==> src/rtl/seq_divider.sv <==
// Iterative restoring divider: 2*WIDTH-bit dividend / WIDTH-bit divisor,
// one quotient bit per clock, start/done handshake with error short-cuts.
module seq_divider #(
    parameter int WIDTH = 16
) (
    input  logic                 clk,
    input  logic                 rst,
    input  logic                 start,
    input  logic [2*WIDTH-1:0]   dividend,
    input  logic [WIDTH-1:0]     divisor,
    output logic                 busy,
    output logic                 done,
    output logic [WIDTH-1:0]     quotient,
    output logic [WIDTH-1:0]     remainder,
    output logic                 div_by_zero,
    output logic                 overflow
);

    localparam int CW = $clog2(WIDTH + 1);

    typedef enum logic [1:0] {S_IDLE, S_RUN, S_DONE} state_t;

    state_t           r_state;
    state_t           w_state_next;
    logic [WIDTH-1:0] r_prem;
    logic [WIDTH-1:0] r_shift;
    logic [WIDTH-1:0] r_divisor;
    logic [CW-1:0]    r_count;
    logic [WIDTH-1:0] r_quotient;
    logic [WIDTH-1:0] r_remainder;
    logic             r_div_by_zero;
    logic             r_overflow;

    logic [WIDTH:0]   w_trial;
    logic [WIDTH-1:0] w_diff;
    logic             w_qbit;
    logic [WIDTH-1:0] w_prem_next;
    logic             w_last;
    logic             w_zero_div;
    logic             w_ovf;

    // The partial remainder stays below the divisor, so it fits WIDTH bits;
    // only the shifted trial value needs the extra bit.
    always_comb begin
        w_trial     = {r_prem, r_shift[WIDTH-1]};
        w_qbit      = (w_trial >= {1'b0, r_divisor});
        w_diff      = w_trial[WIDTH-1:0] - r_divisor;
        w_prem_next = w_qbit ? w_diff : w_trial[WIDTH-1:0];
        w_last      = (r_count == CW'(WIDTH - 1));
        w_zero_div  = (divisor == '0);
        w_ovf       = (dividend[2*WIDTH-1:WIDTH] >= divisor);
    end

    always_comb begin
        w_state_next = r_state;
        busy         = 1'b0;
        done         = 1'b0;
        case (r_state)
            S_IDLE: begin
                if (start) begin
                    w_state_next = (w_zero_div || w_ovf) ? S_DONE : S_RUN;
                end
            end
            S_RUN: begin
                busy = 1'b1;
                if (w_last) begin
                    w_state_next = S_DONE;
                end
            end
            S_DONE: begin
                busy         = 1'b1;
                done         = 1'b1;
                w_state_next = S_IDLE;
            end
            default: w_state_next = S_IDLE;
        endcase
    end

    always_ff @(posedge clk) begin
        if (rst) begin
            r_state       <= S_IDLE;
            r_prem        <= '0;
            r_shift       <= '0;
            r_divisor     <= '0;
            r_count       <= '0;
            r_quotient    <= '0;
            r_remainder   <= '0;
            r_div_by_zero <= 1'b0;
            r_overflow    <= 1'b0;
        end else begin
            r_state <= w_state_next;
            case (r_state)
                S_IDLE: begin
                    if (start) begin
                        r_divisor <= divisor;
                        if (w_zero_div) begin
                            r_quotient    <= '1;
                            r_remainder   <= dividend[WIDTH-1:0];
                            r_div_by_zero <= 1'b1;
                            r_overflow    <= 1'b0;
                        end else if (w_ovf) begin
                            r_quotient    <= '1;
                            r_remainder   <= '0;
                            r_div_by_zero <= 1'b0;
                            r_overflow    <= 1'b1;
                        end else begin
                            r_prem        <= dividend[2*WIDTH-1:WIDTH];
                            r_shift       <= dividend[WIDTH-1:0];
                            r_count       <= '0;
                            r_div_by_zero <= 1'b0;
                            r_overflow    <= 1'b0;
                        end
                    end
                end
                S_RUN: begin
                    // Dividend bits leave at the top while quotient bits enter at the bottom.
                    r_prem  <= w_prem_next;
                    r_shift <= {r_shift[WIDTH-2:0], w_qbit};
                    r_count <= r_count + 1'b1;
                    if (w_last) begin
                        r_quotient  <= {r_shift[WIDTH-2:0], w_qbit};
                        r_remainder <= w_prem_next;
                    end
                end
                default: ;
            endcase
        end
    end

    assign quotient    = r_quotient;
    assign remainder   = r_remainder;
    assign div_by_zero = r_div_by_zero;
    assign overflow    = r_overflow;

endmodule

==> config.mk <==
export PLATFORM = sky130hd
export DESIGN_NAME = seq_divider
export DESIGN_NICKNAME = d
export VERILOG_FILES = /design/src/rtl/seq_divider.sv
export SDC_FILE = /design/constraint.sdc
export NUM_CORES = 1
export LEC_CHECK = 0
export ABC_AREA = 1
export CORE_UTILIZATION = 46
export DETAILED_ROUTE_END_ITERATION = 6
export DONT_BUFFER_PORTS = 1
export MAX_ROUTING_LAYER = met4
export PLACE_DENSITY = 0.72
export SYNTH_ARGS = -nofsm -noshare
export SYNTH_HDL_FRONTEND = slang
export SYNTH_SLANG_ARGS = --single-unit
==> constraint.sdc <==
create_clock -name clk -period 2.81 [get_ports clk]
set_clock_uncertainty 0.1 [all_clocks]
set_input_delay 0.281 -clock clk [delete_from_list [all_inputs] [get_ports clk]]
set_output_delay 0.281 -clock clk [all_outputs]
set_load 0.03 [all_outputs]
==> impl_metrics.ini, run 1 <==
[outcome]
outcome = complete, no violations

[setup_path]
path_buf_inv = 1
crit_path_start = r_prem[2]$_SDFFE_PP0P_
slowest_stage = ha_1
end_kind = flip-flop
crit_arrival_ns = 2.68
slowest_delay_ns = 0.41
critPathKind = reg -> reg
ff2ff_path_depth = 14
critPathLaunchType = flip-flop
r2r_start = r_prem[2]$_SDFFE_PP0P_
cp_top_family = simple AND/OR/NAND/NOR gates
crit_chain = ha_1 -> nand2_1 -> inv_1 -> nand2_1 -> nand2_1 -> nand2_1 -> nand3_2 -> nand2_4 -> nand2_8 -> nor2_8 -> nand2_1 -> nand3_1 -> nor2_1 -> nor2_1
worst-path-stages = 14
endpoint = remainder[0]$_SDFFE_PP0P_
r2r_slack_ns = 0.33
crit_required_ns = 3.01
r2r-end = remainder[0]$_SDFFE_PP0P_
path_max_fanout = 16
cp_common_cell = nand2_1

[drt]
dr_total_vias = 5624
wl_per_cell_um = 14.6
dr.pass1.iters = 5
drc_errors = 0
drt_iter0_markers = 484
ant_nets = 0
vias_per_cell = 5.17
wl_um = 15900

[clock_tree]
postCtsSetupRepairBufs = 0
numCtsBuffers = 9
cts-root-buf = clkbuf_16
clock_latency_ns = 0.36
cts_buffer_depth = 2
clkTransAtPathRegs_ns = 0.08
cts_tree = yes
numClockSinks = 89
htreeDepth = 3

[floorplanning]
die_area_um2 = 13500
std_cell_rows = 41
coreArea_um2 = 12700
die_y_um = 116
ios = 87
fp.dieW_um = 116
initial_utilization = 0.474

[synth]
yosysUniqueCellTypes = 45
synth_compound_area_frac = 0.0976
synthMuxAreaShare = 0
synth_top_family_by_area = simple AND/OR/NAND/NOR gates
ys_ff_latch = 89
synth_warnings = 0
syn_area_um2 = 6010
synthSimpleGateAreaFrac = 0.405
ys.flop_type = dfxtp_1
netlist_instances = 930
synthXorXnorAreaFrac = 0.0131
yosys.area_share.adder = 0.0804
synth_area_per_cell_um2 = 6.46
yosysSeqAreaShare = 0.296
synth_nets = 1019
ys_async_sr_fraction = 0
synth-edff-count = 0

[grt]
grt_pass1_vias = 5082
track_usage = 0.249
grt_overflow = 0
grt_max_degree = 53
antenna_found_initial = 0
grt_pass1_wl_um = 25300

[placed_design]
gp_congestion = 1.07
io_buffers = 0
dp_hpwl_um = 11900
place_inst = 1070

[layout]
seqCellArea_um2 = 1780
syn_to_final_growth_pct = 6.72
n_fill_cell = 1296
final_cells = 1088
final_util = 0.506
multi_input_area_um2 = 3580
antenna_cells = 0
nets = 1000
drive_above_1_share = 0.0895

[timing]
tns_ns = 0
setup_viol = 0
finalCriticalPeriod_ns = 2.48
fmax_mhz = 403
maxSlewHeadroom = 0.631
finalCritPeriodShare = 0.883
final-max-slew-violation-count = 0
hold_viol = 0
worst_pin_slew_ns = 0.553
rsz0062_at_grt = no

[power_and_ir_drop]
power_density_nw_per_um2 = 1020
power_w = 0.00656
vdd_drop_max_mv = 0.570
p_leak_nw = 3.36

[job]
cap_violations = 0

[min_path]
min_path_type = in -> reg
==> how the worst min path moves through the flow <==
stage                          start                        end  slack (ns)  cells after the start
after floorplan                  rst    r_shift[0]$_SDFFE_PP0P_        0.24                      1
after global placement           rst    r_shift[0]$_SDFFE_PP0P_        0.25                      1
after detailed placement         rst    r_shift[0]$_SDFFE_PP0P_        0.25                      1
after CTS                 divisor[6]  r_divisor[6]$_SDFFE_PP0P_        0.02                      2
after global routing      divisor[6]  r_divisor[6]$_SDFFE_PP0P_        0.02                      2
final                     divisor[6]  r_divisor[6]$_SDFFE_PP0P_        0.02                      2
==> cell usage after synthesis, types with 7 or more instances <==
cell / n / share of area
buf_1: 7 / 0.0044
clkbuf_1: 18 / 0.011
ha_1: 37 / 0.077
nand4_1: 14 / 0.015
nand2_4: 11 / 0.021
nand3_1: 86 / 0.072
xor2_1: 8 / 0.012
nand3_2: 12 / 0.020
a21oi_1: 52 / 0.043
inv_1: 99 / 0.062
dfxtp_1: 89 / 0.30
nor2_1: 153 / 0.096
inv_2: 10 / 0.0062
nand2_2: 7 / 0.0073
nand2_1: 228 / 0.14
o21ai_0: 50 / 0.042
==> metrics by stage <==
step	hold slack (ns)	setup slack, ns	area [µm²]
global route	0.0246	0.122	6410
floorplan	0.243	0.838	6010
detailed placement	0.247	0.355	6100
finish	0.0196	0.329	6410
global placement	0.246	0.400	6100
CTS	0.0183	0.321	6410
==> cells in the final DEF, fill, tap and decap left out, types with 2 or more instances in the layout <==
master	count
a21boi_0	3
a21oi_1	52
a21oi_2	2
buf_12	3
buf_4	6
clkbuf_16	9
clkinv_4	2
dfxtp_1	89
dlygate4sd3_1	2
ha_1	37
inv_1	98
inv_2	11
inv_6	2
inv_8	3
nand2_1	228
nand2_2	7
nand2_4	11
nand3_1	86
nand3_2	12
nand3b_1	2
nand4_1	14
nor2_1	153
nor2_2	4
nor2_4	2
nor2_8	2
nor3_1	3
o21ai_0	50
xor2_1	8
==> registers in the layout, summed over array words and instances (netlist names) <==
signal	count
div_by_zero	1
overflow	1
quotient	16
r_count	5
r_divisor	16
r_prem	16
r_shift	16
r_state	2
remainder	16
==> layer usage <==
layer / global-route usage / part of all wire
met5: - / 0
met4: 0.0983 / 0.025
met3: 0.0581 / 0.084
met2: 0.360 / 0.42
met1: 0.333 / 0.47
==> area by class of cell <==
class                      count  area share
timing repair buffer          11      0.0195
inverter                     110      0.0644
tap                          172      0.0336
clock buffer                   9      0.0351
multi-input combinational    690       0.559
sequential                    89       0.278
clock inverter                 7      0.0107
==> kinds of logic (layout without fill, tap and decap cells) <==
group | count (synthesis) | in the layout
AND/OR/NAND/NOR | 532 | 532
buffers and inverters | 151 | 137
AO/OA/AOI/OAI | 111 | 111
XOR/XNOR | 9 | 9
flip-flops | 89 | 89
adder cells (fa/ha/maj) | 38 | 38
==> report_power, final <==
| group | total (W) | switching [W] | internal (W) |
|---|---|---|---|
| clock | 0.00122 | 0.000590 | 0.000629 |
| combinational | 0.00322 | 0.00217 | 0.00106 |
| sequential | 0.00211 | 0.000517 | 0.00160 |
| total | 0.00656 | 0.00327 | 0.00328 |
==> repair_timing <==
item                      4_1_cts  5_1_grt
hold buffers                    2        0
hold endpoints to repair        6        0
gates resized for setup         0        0
(Power assumes the default switching activity.)
==> run 2: changes to the inputs <==
Settings changed: CORE_ASPECT_RATIO from default to 1.2.
==> impl_metrics.ini, run 2 (same netlist as run 1, synthesis figures left out) <==
[clock_tree]
cts_resized = 0
numClockSinks = 89
clkTransAtPathRegs_ns = 0.08
numCtsBuffers = 9
cts_tree = yes
cts_buffer_depth = 2
cts-root-buf = clkbuf_16
htreeDepth = 3
clock_latency_ns = 0.35

[timing]
maxSlewHeadroom = 0.571
finalCritPeriodShare = 0.859
finalCriticalPeriod_ns = 2.41
finalWorstSetupSlack_ns = 0.396
rsz0062_at_grt = no
tns_ns = 0
hold_viol = 0
final-max-slew-violation-count = 0
setup_viol = 0
worst_pin_slew_ns = 0.642
fmax_mhz = 414
holdWs_ns = 0.0264

[floorplanning]
fp.dieW_um = 106
std_cell_rows = 45
coreArea_um2 = 12700
initial_utilization = 0.472
ios = 87
die_y_um = 127
die_area_um2 = 13500

[drt]
drc_errors = 0
dr.pass1.iters = 5
drt_iter0_markers = 433
vias_per_cell = 5.21
wl_per_cell_um = 14.7
dr_total_vias = 5632
wl_um = 15900
ant_nets = 0

[placed_design]
dp_hpwl_um = 11900
place_ws_ns = 0.415
place_inst = 1062
gp_congestion = 1.01
io_buffers = 0

[grt]
track_usage = 0.248
grt_max_degree = 67
antenna_found_initial = 0
busiest_layer = met2
grt_pass1_wl_um = 25800
grt_pass1_vias = 5177
grt_overflow = 0
use_met3 = 0.0536
use_met1 = 0.311
grt_util_met2 = 0.393

[setup_path]
path_max_fanout = 4
r2r_slack_ns = 0.40
r2r-end = remainder[14]$_SDFFE_PP0P_
end_kind = flip-flop
ff2ff_path_depth = 16
critPathLaunchType = flip-flop
critPathKind = reg -> reg
r2r_start = r_shift[15]$_SDFFE_PP0P_
crit_arrival_ns = 2.56
crit_required_ns = 2.96

[layout]
antenna_cells = 0
final_cells = 1080
n_fill_cell = 1337
mostFrequentLayoutCells = nand2_1, nor2_1, inv_1
final_common_cell = nand2_1
final_util = 0.504
nets = 1000
syn_to_final_growth_pct = 6.64
drive_above_1_share = 0.0895

[job]
cap_violations = 0

[min_path]
holdCritStartpoint = divisor[11]
hold-path-endpoint = r_divisor[11]$_SDFFE_PP0P_
whs_path_depth = 2
min_path_type = in -> reg

[power_and_ir_drop]
power_density_nw_per_um2 = 1020
p_leak_nw = 3.36
vdd_drop_max_mv = 0.475

[outcome]
outcome = complete, no violations
run 2: through the flow:
stage | total power (W) | instance area, µm²
floorplan | 0.00471 | 6010
global placement | 0.00529 | 6090
detailed placement | 0.00532 | 6090
CTS | 0.00654 | 6410
global route | 0.00707 | 6410
finish | 0.00655 | 6410
run 2: layer usage:
metal,up-vias,routed length [µm]
met5,-,0
met1,2518,7110
li1,2916,-
met4,0,322
met3,32,1130
met2,166,7350
run 2: power by group:
part | total, W | internal, W | switching (W)
Clock | 0.00122 | 0.000628 | 0.000593
Combinational | 0.00322 | 0.00106 | 0.00216
Sequential | 0.00211 | 0.00160 | 0.000517
Total | 0.00655 | 0.00328 | 0.00327
run 2: cell type report:
cell class,instances,area (µm²),area share
clock buffers,9,225,0.0351
clock inverters,7,73.8,0.0115
inverters,110,413,0.0644
multi-input cells,690,3580,0.559
flip-flops and latches,89,1780,0.278
well taps,164,205,0.0320
repair buffers,11,125,0.0195
run 2: worst max-delay path by stage:
stage                            endpoint                  startpoint  cells past startpoint  slack [ns]
6_report       remainder[14]$_SDFFE_PP0P_    r_shift[15]$_SDFFE_PP0P_                     16        0.40
5_1_grt           r_prem[10]$_SDFFE_PP0P_    r_shift[15]$_SDFFE_PP0P_                     16        0.17
4_1_cts        remainder[14]$_SDFFE_PP0P_    r_shift[15]$_SDFFE_PP0P_                     16        0.43
3_5_place_dp      r_shift[0]$_SDFFE_PP0P_                  divisor[7]                     11        0.42
3_3_place_gp      r_shift[0]$_SDFFE_PP0P_                  divisor[7]                     11        0.43
2_1_floorplan    quotient[0]$_SDFFE_PP0P_  r_divisor[10]$_SDFFE_PP0P_                     15        0.84
run 2: worst max-delay path, cell delays in order, from the launching register on:
cell and delay [ns]:
dfxtp_1 0.33, inv_1 0.06, ha_1 0.13, inv_1 0.09, fa_1 0.42, nand3_1 0.10, nand3_1 0.21, nand2_1 0.12
nand2_1 0.14, nand2_1 0.11, nand2_1 0.05, nand2_1 0.08, nand2_1 0.08, nand2_1 0.07, nand3_1 0.06, nor2_1 0.09
nor2_1 0.05
run 2: what timing repair did:
| item | 4_1_cts | 5_1_grt |
|---|---|---|
| hold buffers | 2 | 0 |
| setup buffers | 0 | 0 |
| endpoints found under the hold margin | 6 | 0 |
